`src/rtl/keyfifo_pkg.sv`:
```
`default_nettype none
// ============================================================================
// Package  : keyfifo_pkg
// Brief    : Shared constants for the keycode event FIFO and its ms timer.
// Revision : 1.0 - initial release
// ============================================================================
package keyfifo_pkg;

  // Overflow policy selectors for keycode_event_fifo.OVF_MODE
  localparam int OVF_DROP      = 0;  // full + push: discard the newest event
  localparam int OVF_OVERWRITE = 1;  // full + push: evict the oldest entry

  // Width of the millisecond timestamp carried with each event
  localparam int TS_W = 16;

  // clk27 cycles per millisecond tick
  localparam int MS_PRESCALE = 27000;

endpackage : keyfifo_pkg
`default_nettype wire

```
`src/rtl/keyfifo_ms_timer.sv`:
```
`default_nettype none
// ============================================================================
// Module   : keyfifo_ms_timer
// Brief    : Free-running 1 ms tick prescaler on clk27 plus a wrapping 16-bit
//            millisecond counter used to timestamp keycode events.
// Revision : 1.0 - initial release
// ============================================================================
module keyfifo_ms_timer
  import keyfifo_pkg::*;
(
  input  logic            clk27,
  input  logic            reset_n,
  output logic [TS_W-1:0] ms_count
);

  localparam int                 C_PRE_W    = $clog2(MS_PRESCALE);
  localparam logic [C_PRE_W-1:0] C_PRE_LAST = C_PRE_W'(MS_PRESCALE - 1);

  logic [C_PRE_W-1:0] r_prescale;
  logic [TS_W-1:0]    r_ms;
  logic               w_tick;

  // One tick on the last prescaler count of every millisecond
  assign w_tick = (r_prescale == C_PRE_LAST);

  // Prescaler counts 0..MS_PRESCALE-1; the ms counter wraps naturally at 0xFFFF
  always_ff @(posedge clk27 or negedge reset_n) begin
    if (!reset_n) begin
      r_prescale <= '0;
      r_ms       <= '0;
    end else begin
      if (w_tick) begin
        r_prescale <= '0;
        r_ms       <= r_ms + TS_W'(1);
      end else begin
        r_prescale <= r_prescale + C_PRE_W'(1);
      end
    end
  end

  assign ms_count = r_ms;

endmodule : keyfifo_ms_timer
`default_nettype wire

```
`src/rtl/keycode_event_fifo.sv`:
```
`default_nettype none
// ============================================================================
// Module   : keycode_event_fifo
// Brief    : DEPTH-entry show-ahead FIFO of keyboard keycode events in the
//            clk27 domain. The CPU reads the head through PIO and pops it by
//            toggling pop_tgl. Provides occupancy, a sticky overflow flag,
//            a drop-newest / overwrite-oldest overflow policy and the most
//            recently accepted keycode for the legacy PIO field.
// Options  : KEYFIFO_TIMESTAMP_EN - store a millisecond timestamp with every
//            accepted event and present the head's stamp on rd_ts; when not
//            defined rd_ts is tied to 0 and no timer is built.
// Revision : 1.0 - initial release
// ============================================================================
module keycode_event_fifo
  import keyfifo_pkg::*;
#(
  parameter int DATA_W   = 16,
  parameter int DEPTH    = 8,
  parameter int OVF_MODE = OVF_DROP
) (
  input  logic                   clk27,
  input  logic                   reset_n,
  input  logic [DATA_W-1:0]      in_data,
  input  logic                   in_valid,
  input  logic                   pop_tgl,
  input  logic                   flush,
  output logic [DATA_W-1:0]      rd_data,
  output logic                   rd_valid,
  output logic [$clog2(DEPTH):0] count,
  output logic                   ovf,
  output logic [DATA_W-1:0]      last_data,
  output logic [TS_W-1:0]        rd_ts
);

  localparam int               C_PTR_W     = $clog2(DEPTH);
  localparam int               C_CNT_W     = C_PTR_W + 1;
  localparam logic [C_CNT_W-1:0] C_FULL_CNT = C_CNT_W'(DEPTH);
  localparam bit               C_OVERWRITE = (OVF_MODE == OVF_OVERWRITE);

  // Storage and bookkeeping state
  logic [DATA_W-1:0]  r_mem [DEPTH];
  logic [C_PTR_W-1:0] r_wr_ptr;
  logic [C_PTR_W-1:0] r_rd_ptr;
  logic [C_CNT_W-1:0] r_count;
  logic               r_ovf;
  logic [DATA_W-1:0]  r_last;
  logic               r_pop_prev;

  // Per-cycle decisions
  logic w_pop_ev;
  logic w_empty;
  logic w_full;
  logic w_pop_ok;
  logic w_wr_en;
  logic w_rd_adv;
  logic w_ovf_set;

  // Decode this cycle's push/pop/flush into pointer and flag actions
  always_comb begin
    w_pop_ev  = pop_tgl ^ r_pop_prev;
    w_empty   = (r_count == '0);
    w_full    = (r_count == C_FULL_CNT);
    // A pop on an empty FIFO is silently ignored
    w_pop_ok  = w_pop_ev && !w_empty;
    // Writes succeed unless full with no pop to free a slot, except that the
    // overwrite policy always accepts by evicting the oldest entry
    w_wr_en   = in_valid && !flush && (!w_full || w_pop_ok || C_OVERWRITE);
    // The head advances on a real pop or on an overwrite eviction
    w_rd_adv  = !flush && (w_pop_ok || (in_valid && w_full && C_OVERWRITE));
    // Overflow only when a push meets a full FIFO with no simultaneous pop
    w_ovf_set = !flush && in_valid && w_full && !w_pop_ok;
  end

  // Pointers, occupancy, overflow flag, last accepted keycode and pop edge history
  always_ff @(posedge clk27 or negedge reset_n) begin
    if (!reset_n) begin
      r_wr_ptr   <= '0;
      r_rd_ptr   <= '0;
      r_count    <= '0;
      r_ovf      <= 1'b0;
      r_last     <= '0;
      r_pop_prev <= 1'b0;
    end else begin
      r_pop_prev <= pop_tgl;
      if (flush) begin
        r_wr_ptr <= '0;
        r_rd_ptr <= '0;
        r_count  <= '0;
        r_ovf    <= 1'b0;
      end else begin
        if (w_wr_en) begin
          r_wr_ptr <= r_wr_ptr + C_PTR_W'(1);
          r_last   <= in_data;
        end
        if (w_rd_adv) begin
          r_rd_ptr <= r_rd_ptr + C_PTR_W'(1);
        end
        if (w_wr_en && !w_rd_adv) begin
          r_count <= r_count + C_CNT_W'(1);
        end else if (!w_wr_en && w_rd_adv) begin
          r_count <= r_count - C_CNT_W'(1);
        end
        if (w_ovf_set) begin
          r_ovf <= 1'b1;
        end
      end
    end
  end

  // Keycode storage; contents are deliberately not reset
  always_ff @(posedge clk27) begin
    if (w_wr_en) begin
      r_mem[r_wr_ptr] <= in_data;
    end
  end

  // Show-ahead read port: head entry while non-empty, zero otherwise
  assign rd_data   = w_empty ? '0 : r_mem[r_rd_ptr];
  assign rd_valid  = !w_empty;
  assign count     = r_count;
  assign ovf       = r_ovf;
  assign last_data = r_last;

`ifdef KEYFIFO_TIMESTAMP_EN
  logic [TS_W-1:0] w_ms;
  logic [TS_W-1:0] r_ts_mem [DEPTH];

  keyfifo_ms_timer u_ms_timer (
    .clk27    (clk27),
    .reset_n  (reset_n),
    .ms_count (w_ms)
  );

  // Timestamp array written alongside the keycode array
  always_ff @(posedge clk27) begin
    if (w_wr_en) begin
      r_ts_mem[r_wr_ptr] <= w_ms;
    end
  end

  assign rd_ts = w_empty ? '0 : r_ts_mem[r_rd_ptr];
`else
  assign rd_ts = '0;
`endif

endmodule : keycode_event_fifo
`default_nettype wire

```
`config.mk`:
```
export PLATFORM = sky130hd
export DESIGN_NAME = keycode_event_fifo
export DESIGN_NICKNAME = d
export VERILOG_FILES = /design/src/rtl/keyfifo_pkg.sv /design/src/rtl/keyfifo_ms_timer.sv /design/src/rtl/keycode_event_fifo.sv
export SDC_FILE = /design/constraint.sdc
export NUM_CORES = 1
export LEC_CHECK = 0
export ABC_AREA = 1
export CAP_MARGIN = 10
export CORE_MARGIN = 1
export CORE_UTILIZATION = 45
export DETAILED_ROUTE_END_ITERATION = 6
export GPL_TIMING_DRIVEN = 0
export PLACE_DENSITY = 0.77
export SLEW_MARGIN = 25
export SYNTH_ARGS = -nofsm -noshare
export SYNTH_HDL_FRONTEND = slang
export SYNTH_HIERARCHICAL = 1
export SYNTH_SLANG_ARGS = --single-unit
```
`constraint.sdc`:
```
create_clock -name clk27 -period 2.3 [get_ports clk27]
set_clock_uncertainty 0.1 [all_clocks]
set_input_delay 0.575 -clock clk27 [delete_from_list [all_inputs] [get_ports clk27]]
set_output_delay 0.575 -clock clk27 [all_outputs]
set_load 0.02 [all_outputs]
```
# Word level (Yosys, flattened, before mapping)
# Memories as Yosys holds them, arrays and structs flattened.
# Cells that the tools add are included.
dict set report word_totals {
  register_bits 28
  ramBits 128
  output_inout_bits 54
  mem_count 1
}
dict set report op_classes {
  add_sub_neg 4
  n_eq_ne 1
  muxes 12
  n_bitwise 2
  reduce_logical 21
}
# memory words word_bits read_ports rd_clocked_by_memory_dff write_ports line_no
set memory_table {}
lappend memory_table {r_mem 8 16 1 0 1 keycode_event_fifo.sv:41} ;# logic [DATA_W-1:0] r_mem [DEPTH];
# cell count
set ops {}
lappend ops {{16-bit two-way mux} 1}
lappend ops {{3-bit two-way mux} 4}
lappend ops {{4-bit two-way mux} 3}
lappend ops {{1-bit logical AND} 8}
lappend ops {{3-bit by 1-bit adder with 3-bit output (second input constant)} 2}
lappend ops {{1-bit logical NOT} 6}
lappend ops {{2-bit nonzero test} 3}
lappend ops {{4-bit by 1-bit adder with 4-bit output (second input constant)} 1}
lappend ops {{4-bit == test (second input constant)} 1}
lappend ops {{4-bit logical NOT} 1}
lappend ops {{1-bit two-way mux} 4}
lappend ops {{4-bit by 1-bit subtractor with 4-bit output (second input constant)} 1}
lappend ops {{3-bit nonzero test} 1}
lappend ops {{2-bit AND reduction} 1}
lappend ops {{1-bit logical OR} 1}
lappend ops {{1-bit inverter} 1}
lappend ops {{1-bit XOR} 1}

# Depth between registers and ports, before layout
# Gate-level depths: netlist of the first run.
dict set report depth {
  depth_word 10
  depth_mapped 14
}

# Least setup slack after synthesis of the first run
# Ideal clock, no wire load.
dict set report synth_path {
  path_kind {input to register}
  startpoint {input pop_tgl}
  endpoint {memory r_mem[1][0] (enable)}
  setup_time_ns 0.388
  arrival_ns 1.960
  path_slack_ns -0.149
  stages 10
  path_buffers 1
  path_cell_list {inv_1 -> nand2_1 -> nand2_2 -> nand2_4 -> nand2_4 -> nand2_4 -> inv_4 -> buf_12 -> nand2_4 -> nor2_1}
}
dict set report synth_between {
  elab_chain_len 6
}
# item line_no
set synth_lines {}
lappend synth_lines {{start: declaration} keycode_event_fifo.sv:25} ;# input logic pop_tgl,
lappend synth_lines {{1-bit XOR} keycode_event_fifo.sv:60} ;# w_pop_ev = pop_tgl ^ r_pop_prev;
lappend synth_lines {{1-bit logical AND} keycode_event_fifo.sv:64} ;# w_pop_ok = w_pop_ev && !w_empty;
lappend synth_lines {{1-bit logical OR} keycode_event_fifo.sv:67} ;# w_wr_en = in_valid && !flush && (!w_full || w_pop_ok || C_OVERWRITE);
lappend synth_lines {{1-bit logical AND} keycode_event_fifo.sv:67}
lappend synth_lines {{1-bit two-way mux} keycode_event_fifo.sv:112} ;# if (w_wr_en) begin
lappend synth_lines {{1-bit two-way mux (implied by the code)} keycode_event_fifo.sv:113} ;# r_mem[r_wr_ptr] <= in_data;
lappend synth_lines {{end: declaration} keycode_event_fifo.sv:41}
# No other way between the ends.

# Worst setup path after layout of the first run
dict set report layout_path {
  startpoint {register r_rd_ptr[0]}
  endpoint {output rd_data[7]}
}
dict set report layout_between {
  elab_chain_len 2
}
# item line_no
set layout_lines {}
lappend layout_lines {{start: declaration} keycode_event_fifo.sv:43} ;# logic [C_PTR_W-1:0] r_rd_ptr;
lappend layout_lines {{start signal: assignment} keycode_event_fifo.sv:96} ;# r_rd_ptr <= r_rd_ptr + C_PTR_W'(1);
lappend layout_lines {{memory 8 x 16 bit} n/a}
lappend layout_lines {{16-bit two-way mux} keycode_event_fifo.sv:118} ;# assign rd_data = w_empty ? '0 : r_mem[r_rd_ptr];
lappend layout_lines {{end: declaration} keycode_event_fifo.sv:27} ;# output logic [DATA_W-1:0] rd_data,
# No other way between the ends.

==> impl_metrics.json, run 1 <==
{
  "fp.dieW_um": 123,
  "grt_pass1_wl_mm": 26.1,
  "syn_avg_cell_area_um2": 11.6,
  "ys_top_cells_by_count": "128 x edfxtp_1, 117 x nor2_1, 88 x nand2_1",
  "cts.sink_count": 156,
  "worst-path-max-fanout": 10,
  "grt_max_degree": 29,
  "globalplace.congestion": 0.814,
  "max-slew-margin-rel_pct": 58.3,
  "cpPeakStageDelay_ns": 0.47,
  "clockRootBuffer": "clkbuf_16",
  "crit_chain": "inv_4 -> buf_12 -> buf_12 -> nor2_2 -> o22ai_1 -> nor2_1 -> nor2_2 -> buf_6",
  "wl_per_cell_um": 20.0,
  "place_ws_ns": -0.842,
  "crit_family": "buffers and inverters",
  "worstMarginPinSlew_ns": 0.626,
  "num_rows": 43,
  "finalSetupViolations": 16,
  "clk_path_buf_depth": 2,
  "first_global_vias": 4815,
  "synth.area.top_cells": "edfxtp_1 58%, dfrtp_1 11%, nor2_1 6.7%",
  "crit_arrival_ns": 1.96,
  "syn_area_um2": 6590,
  "hpwl_mm": 10.1,
  "num-nets-final": 715,
  "worst_slack_ns": -0.330,
  "synthMostInstantiatedCell": "edfxtp_1",
  "ant_nets": 0,
  "overflow": 0,
  "crit_buf_inv": 4,
  "yosys_warnings": 6,
  "io_pins": 75,
  "n_fill_cell": 1052,
  "die_h_um": 123,
  "maxCapViolations": 0,
  "outcome": "finished with violations",
  "core_um2": 14100,
  "synth_top_cell_by_area": "edfxtp_1",
  "cp_slowest_cell": "dfrtp_2",
  "synth_ff_type": "edfxtp_1",
  "area_growth_pct": 32.5,
  "syn_inst": 566,
  "grt_antenna_before_repair": 0,
  "ys_ff_latch": 156,
  "ys_async_sr_fraction_pct": 17.9,
  "clkTransAtPathRegs_ns": 0.06,
  "start_kind": "register",
  "drc": 0,
  "rsz0062_at_grt": "yes",
  "period_share_pct": 114,
  "yosysTopAreaCellShare_pct": 58.3,
  "power_per_cell_area_nw_per_um2": 1160,
  "io_buffers": 58,
  "clk_latency_ns": 0.42,
  "synth_cell_type_count": 34,
  "grt_usage_pct": 23.8,
  "totalWireLength_mm": 17.7,
  "hp-class": "in2async",
  "dieArea_um2": 15100,
  "cts_buffers": 17,
  "vias": 4898,
  "violations": "negative setup slack",
  "cp-end-kind": "output port",
  "crit_required_ns": 1.62,
  "antennaDiodeCount": 0,
  "cts_tree": "yes",
  "p_leak_nw": 3.39,
  "layout-drive-gt1-share_pct": 25.2,
  "irDropWorstVdd_mv": 0.698,
  "dr.first_iter.drc_count": 527,
  "hold_viol_final": 0,
  "first_pass_iters": 5,
  "critPathKind": "reg2out",
  "htree_levels": 4,
  "initial_core_util_pct": 46.7,
  "post-route-util_pct": 61.9,
  "seq_area_frac_synth_pct": 69.0,
  "viasPerCell": 5.55,
  "drv_slew": 0,
  "synth_edf_count": 128,
  "finalCriticalPeriod_ns": 2.63,
  "fmax_mhz": 380
}
placed cells by master, fill, tap and decap left out, types with 4 or more instances in the layout:
cell type	Yosys	layout
nand2_4	4	4
o21ai_0	66	52
buf_4	21	44
buf_8	0	9
clkdlybuf4s50_1	0	40
dfrtp_2	0	5
nor2_4	0	10
conb_1	1	16
nand4_1	4	4
buf_12	1	11
nand3_1	6	6
buf_6	1	14
clkbuf_2	2	4
o21ai_1	3	15
nor2_1	117	95
edfxtp_1	128	128
clkinvlp_4	0	5
nor2_2	8	20
dfrtp_1	28	23
inv_1	16	14
clkbuf_16	0	20
nand2_1	88	88
o211ai_1	16	16
o22ai_1	16	16
report_power, final:
part	internal [mW]	total, mW	switching, mW
logic	1.68	3.94	2.26
clock network	1.60	2.74	1.14
registers	3.27	3.41	0.135
routing by layer:
layer / up-vias / wire (µm) / global-route usage [%]
met5: - / 0 / 0
met4: 0 / 437 / 10.3
met1: 2341 / 6780 / 31.4
met3: 43 / 1600 / 4.06
met2: 339 / 8840 / 39.1
li1: 2175 / - / -
sequential cells by signal, summed over array words and instances (netlist names):
signal,cells
r_mem,128
last_data,16
r_pop_prev,1
ovf,1
r_wr_ptr,3
r_rd_ptr,3
count,4
worst paths after layout:
path | from | endpoint | slack (ns) | cells after the start
worst max-delay path | r_rd_ptr[0]$_DFFE_PN0P_ | rd_data[7] | -0.33 | 8
worst min-delay path | reset_n | last_data[9]$_DFFE_PN0P_ | 0.06 | 1
worst max register to register | count[3]$_DFFE_PN0P_ | r_mem[5][10]$_DFFE_PP_ | 0.27 | 10
worst min register to register | last_data[13]$_DFFE_PN0P_ | last_data[13]$_DFFE_PN0P_ | 0.38 | 2
max in group asynchronous | reset_n | count[1]$_DFFE_PN0P_ | 1.59 | 1
min in group clk27 | last_data[13]$_DFFE_PN0P_ | last_data[13]$_DFFE_PN0P_ | 0.38 | 2
cells by family (layout without fill, tap and decap cells):
kind of cell             Yosys count  in the layout  share of synthesized area, %
other                              1             16                        0.0569
adder cells (fa/ha/maj)            5              5                          1.06
XOR/XNOR                           2              2                         0.266
buffers and inverters             64            185                          5.49
flip-flops                       156            156                          69.0
AND/OR/NAND/NOR                  232            232                          14.9
AO/OA/AOI/OAI                    106            106                          9.23
worst reg2reg max path: stages (launching register included):
cell     delay [ns]
dfrtp_2        0.41
buf_4          0.16
nand3_1        0.15
inv_1          0.09
nand2_4        0.07
nand2_4        0.09
inv_4          0.09
buf_12         0.13
nand2_4        0.10
nor2_4         0.17
buf_8          0.18
repair_timing:
action                                  CTS  global route
gates cloned                              3             1
endpoints found under the setup margin  131            56
setup buffers                            18             6
resized for setup                       158            48
pin swaps                                14            27
hold buffers                              0             0
layout make-up:
class	instances	area [µm²]	share of cell area [%]
sequential	156	4550	52.1
tap	180	225	2.58
inverter	19	78.8	0.903
clock inverter	13	143	1.63
multi-input combinational	361	1870	21.4
timing repair buffer	89	955	10.9
buffer	45	475	5.45
clock buffer	19	433	4.96
through the flow:
stage / instances / setup TNS (ns) / hold slack (ns) / total power, mW / instance area, µm²
final: 882 / -3.95 / 0.0609 / 10.1 / 8730
after global placement: 819 / -125.77 / 0.363 / 6.46 / 7450
after floorplan: 581 / -7.13 / 0.179 / 5.29 / 6640
after global routing: 882 / -5.05 / 0.115 / 10.5 / 8730
after detailed placement: 822 / -95.99 / 0.365 / 6.56 / 7500
after CTS: 875 / -3.28 / 0.0762 / 9.71 / 8540
No activity file was read; power rests on OpenSTA's default activity.
==> run 2: changes to the inputs <==
--- a/config.mk
+++ b/config.mk
@@ -11,9 +11,10 @@
 export CORE_UTILIZATION = 45
 export DETAILED_ROUTE_END_ITERATION = 6
 export GPL_TIMING_DRIVEN = 0
-export PLACE_DENSITY = 0.77
+export PLACE_DENSITY = 0.74
 export SLEW_MARGIN = 25
 export SYNTH_ARGS = -nofsm -noshare
 export SYNTH_HDL_FRONTEND = slang
 export SYNTH_HIERARCHICAL = 1
 export SYNTH_SLANG_ARGS = --single-unit
+export TNS_END_PERCENT = 20
==> constraint.sdc (replaced) <==
create_clock -name clk27 -period 2.65 [get_ports clk27]
set_clock_uncertainty 0.1 [all_clocks]
set_input_delay 0.6625 -clock clk27 [delete_from_list [all_inputs] [get_ports clk27]]
set_output_delay 0.6625 -clock clk27 [all_outputs]
set_load 0.02 [all_outputs]
==> run 2 against run 1 <==
The flow still finishes with violations (negative setup slack); core utilization fell by 1.3 points; count of clock-buffer cells in the layout decreased by 2; combinational power decreased by 18%; non-clock buffer count fell by 13; sequential share of layout area rose by 1.1 points; global-route usage shrank 1.9 points; critical path depth is the same; setup slack better by 0.24 ns; register-to-register slack improved by 0.17 ns; routed wire length shrank 3.1%; critical path type unchanged.
==> impl_metrics.json, run 2 (same netlist as run 1, synthesis figures left out) <==
{
  "outcome": "finished with violations",
  "violations": "negative setup slack",
  "final_cell_count_no_fill": 869,
  "final_area_um2": 8550,
  "placedInstanceArea_um2": 7490,
  "totalWireLength_mm": 17.1,
  "dr.first_iter.drc_count": 532,
  "htree_levels": 4,
  "cts.sink_count": 156,
  "r2r_setup_slack_ns": 0.44,
  "tns_ns": -0.194,
  "start_kind": "register",
  "wl_per_cell_um": 19.7,
  "irDropWorstVdd_mv": 0.515,
  "final_cell_mix": "128 x edfxtp_1, 91 x nor2_1, 88 x nand2_1, 51 x o21ai_0, 42 x buf_4",
  "clk_latency_ns": 0.42,
  "place_ws_ns": -0.596,
  "grt_usage_pct": 21.9,
  "drc": 0,
  "finalSetupViolations": 5,
  "first_pass_iters": 6,
  "die_h_um": 123,
  "overflow": 0,
  "hpwl_mm": 9.97,
  "rsz0062_at_grt": "yes",
  "worst-path-max-fanout": 6,
  "ant_nets": 0,
  "core_um2": 14100,
  "fp.dieW_um": 123,
  "hold_viol_final": 0,
  "worst_slack_ns": -0.0889,
  "critPathKind": "reg2out",
  "dieArea_um2": 15100,
  "largest_reg_flops": 128,
  "cp-end-kind": "output port",
  "globalplace.congestion": 0.802,
  "crit_path_end": "rd_data[15]",
  "final_common_cell": "edfxtp_1",
  "fmax_mhz": 365,
  "period_share_pct": 103,
  "vias": 4822,
  "crit_start": "r_rd_ptr[1]$_DFFE_PN0P_",
  "max-slew-margin-rel_pct": 58.4,
  "cts_buffers": 17,
  "hp-class": "in2async",
  "io_pins": 75,
  "top_register": "r_mem",
  "clkTransAtPathRegs_ns": 0.07,
  "ctsHoldBuffers": 0,
  "finalCriticalPeriod_ns": 2.74,
  "power_per_cell_area_nw_per_um2": 1020,
  "r2r_cells": 10,
  "num_rows": 43,
  "rr_endpoint": "r_mem[3][11]$_DFFE_PP_",
  "crit_required_ns": 1.89,
  "cts_tree": "yes",
  "r2r_start": "count[2]$_DFFE_PN0P_",
  "holdWs_ns": 0.146,
  "clockRootBuffer": "clkbuf_16",
  "io_buffers": 58,
  "initial_core_util_pct": 46.7,
  "layout-drive-gt1-share_pct": 23.9,
  "crit_arrival_ns": 1.98,
  "power_mw": 8.68,
  "maxCapViolations": 0,
  "num-nets-final": 702,
  "p_leak_nw": 3.34,
  "first_global_vias": 4496,
  "worstMarginPinSlew_ns": 0.624,
  "grt_pass1_wl_mm": 24.1,
  "area_growth_pct": 29.7,
  "viasPerCell": 5.55,
  "antennaDiodeCount": 0,
  "clk_path_buf_depth": 2,
  "grt_max_degree": 29,
  "placed_cells": 822,
  "drv_slew": 0,
  "grt_antenna_before_repair": 0,
  "post-route-util_pct": 60.6
}
==> run 2: changes by cell type in the layout (fill, tap and decap cells not counted), moves of 3 or more <==
cell	previous run	this run
inv_6	3	7
buf_12	11	5
nor2_1	95	91
nor2_2	20	26
clkbuf_2	4	1
clkinvlp_4	5	1
buf_6	14	10
==> run 2: layer usage <==
layer	vias to the layer above	GRT usage [%]	part of all wire, %
li1	2157	-	-
met4	0	7.45	2.9
met1	2303	27.8	38
met5	-	0	0
met2	310	36.7	50
met3	52	5.40	9.5
==> run 2: where the power goes <==
| group | internal [mW] | switching (mW) |
|---|---|---|
| clock network | 1.42 | 1.05 |
| logic | 1.35 | 1.89 |
| registers | 2.84 | 0.130 |
| total | 5.61 | 3.07 |
==> run 2: cell type report <==
| class | count | area, µm² |
|---|---|---|
| Tap cell | 180 | 225 |
| Buffer | 45 | 464 |
| Clock buffer | 17 | 425 |
| Clock inverter | 15 | 173 |
| Sequential cell | 156 | 4550 |
| Fill cell | 1064 | 5550 |
| Multi-Input combinational cell | 361 | 1850 |
| Timing Repair Buffer | 76 | 776 |
| Inverter | 19 | 78.8 |
==> run 2: worst min path at each step <==
stage                                   from                        end  slack (ns)  cells past startpoint
finish                               reset_n  last_data[12]$_DFFE_PN0P_        0.15                      1
global route                         reset_n  last_data[13]$_DFFE_PN0P_        0.20                      1
CTS                                  reset_n  last_data[13]$_DFFE_PN0P_        0.17                      1
detailed placement  last_data[4]$_DFFE_PN0P_   last_data[4]$_DFFE_PN0P_        0.36                      2
global placement    last_data[4]$_DFFE_PN0P_   last_data[4]$_DFFE_PN0P_        0.37                      2
floorplan                            reset_n       count[0]$_DFFE_PN0P_        0.27                      0
==> run 2: what timing repair did <==
action	4_1_cts	5_1_grt
endpoints found under the setup margin	97	18
pin swaps	1	23
hold endpoints to repair	0	0
gates cloned	0	5
setup buffers	2	8
resized for setup	117	88
==> run 2: critical path: stages (launching register included) <==
cell and delay [ns]:
dfrtp_2 0.49, buf_8 0.16, buf_4 0.14, nor2_2 0.12
o21ai_1 0.12, o211ai_1 0.12, nand2_1 0.09, nor2_1 0.14
buf_4 0.16
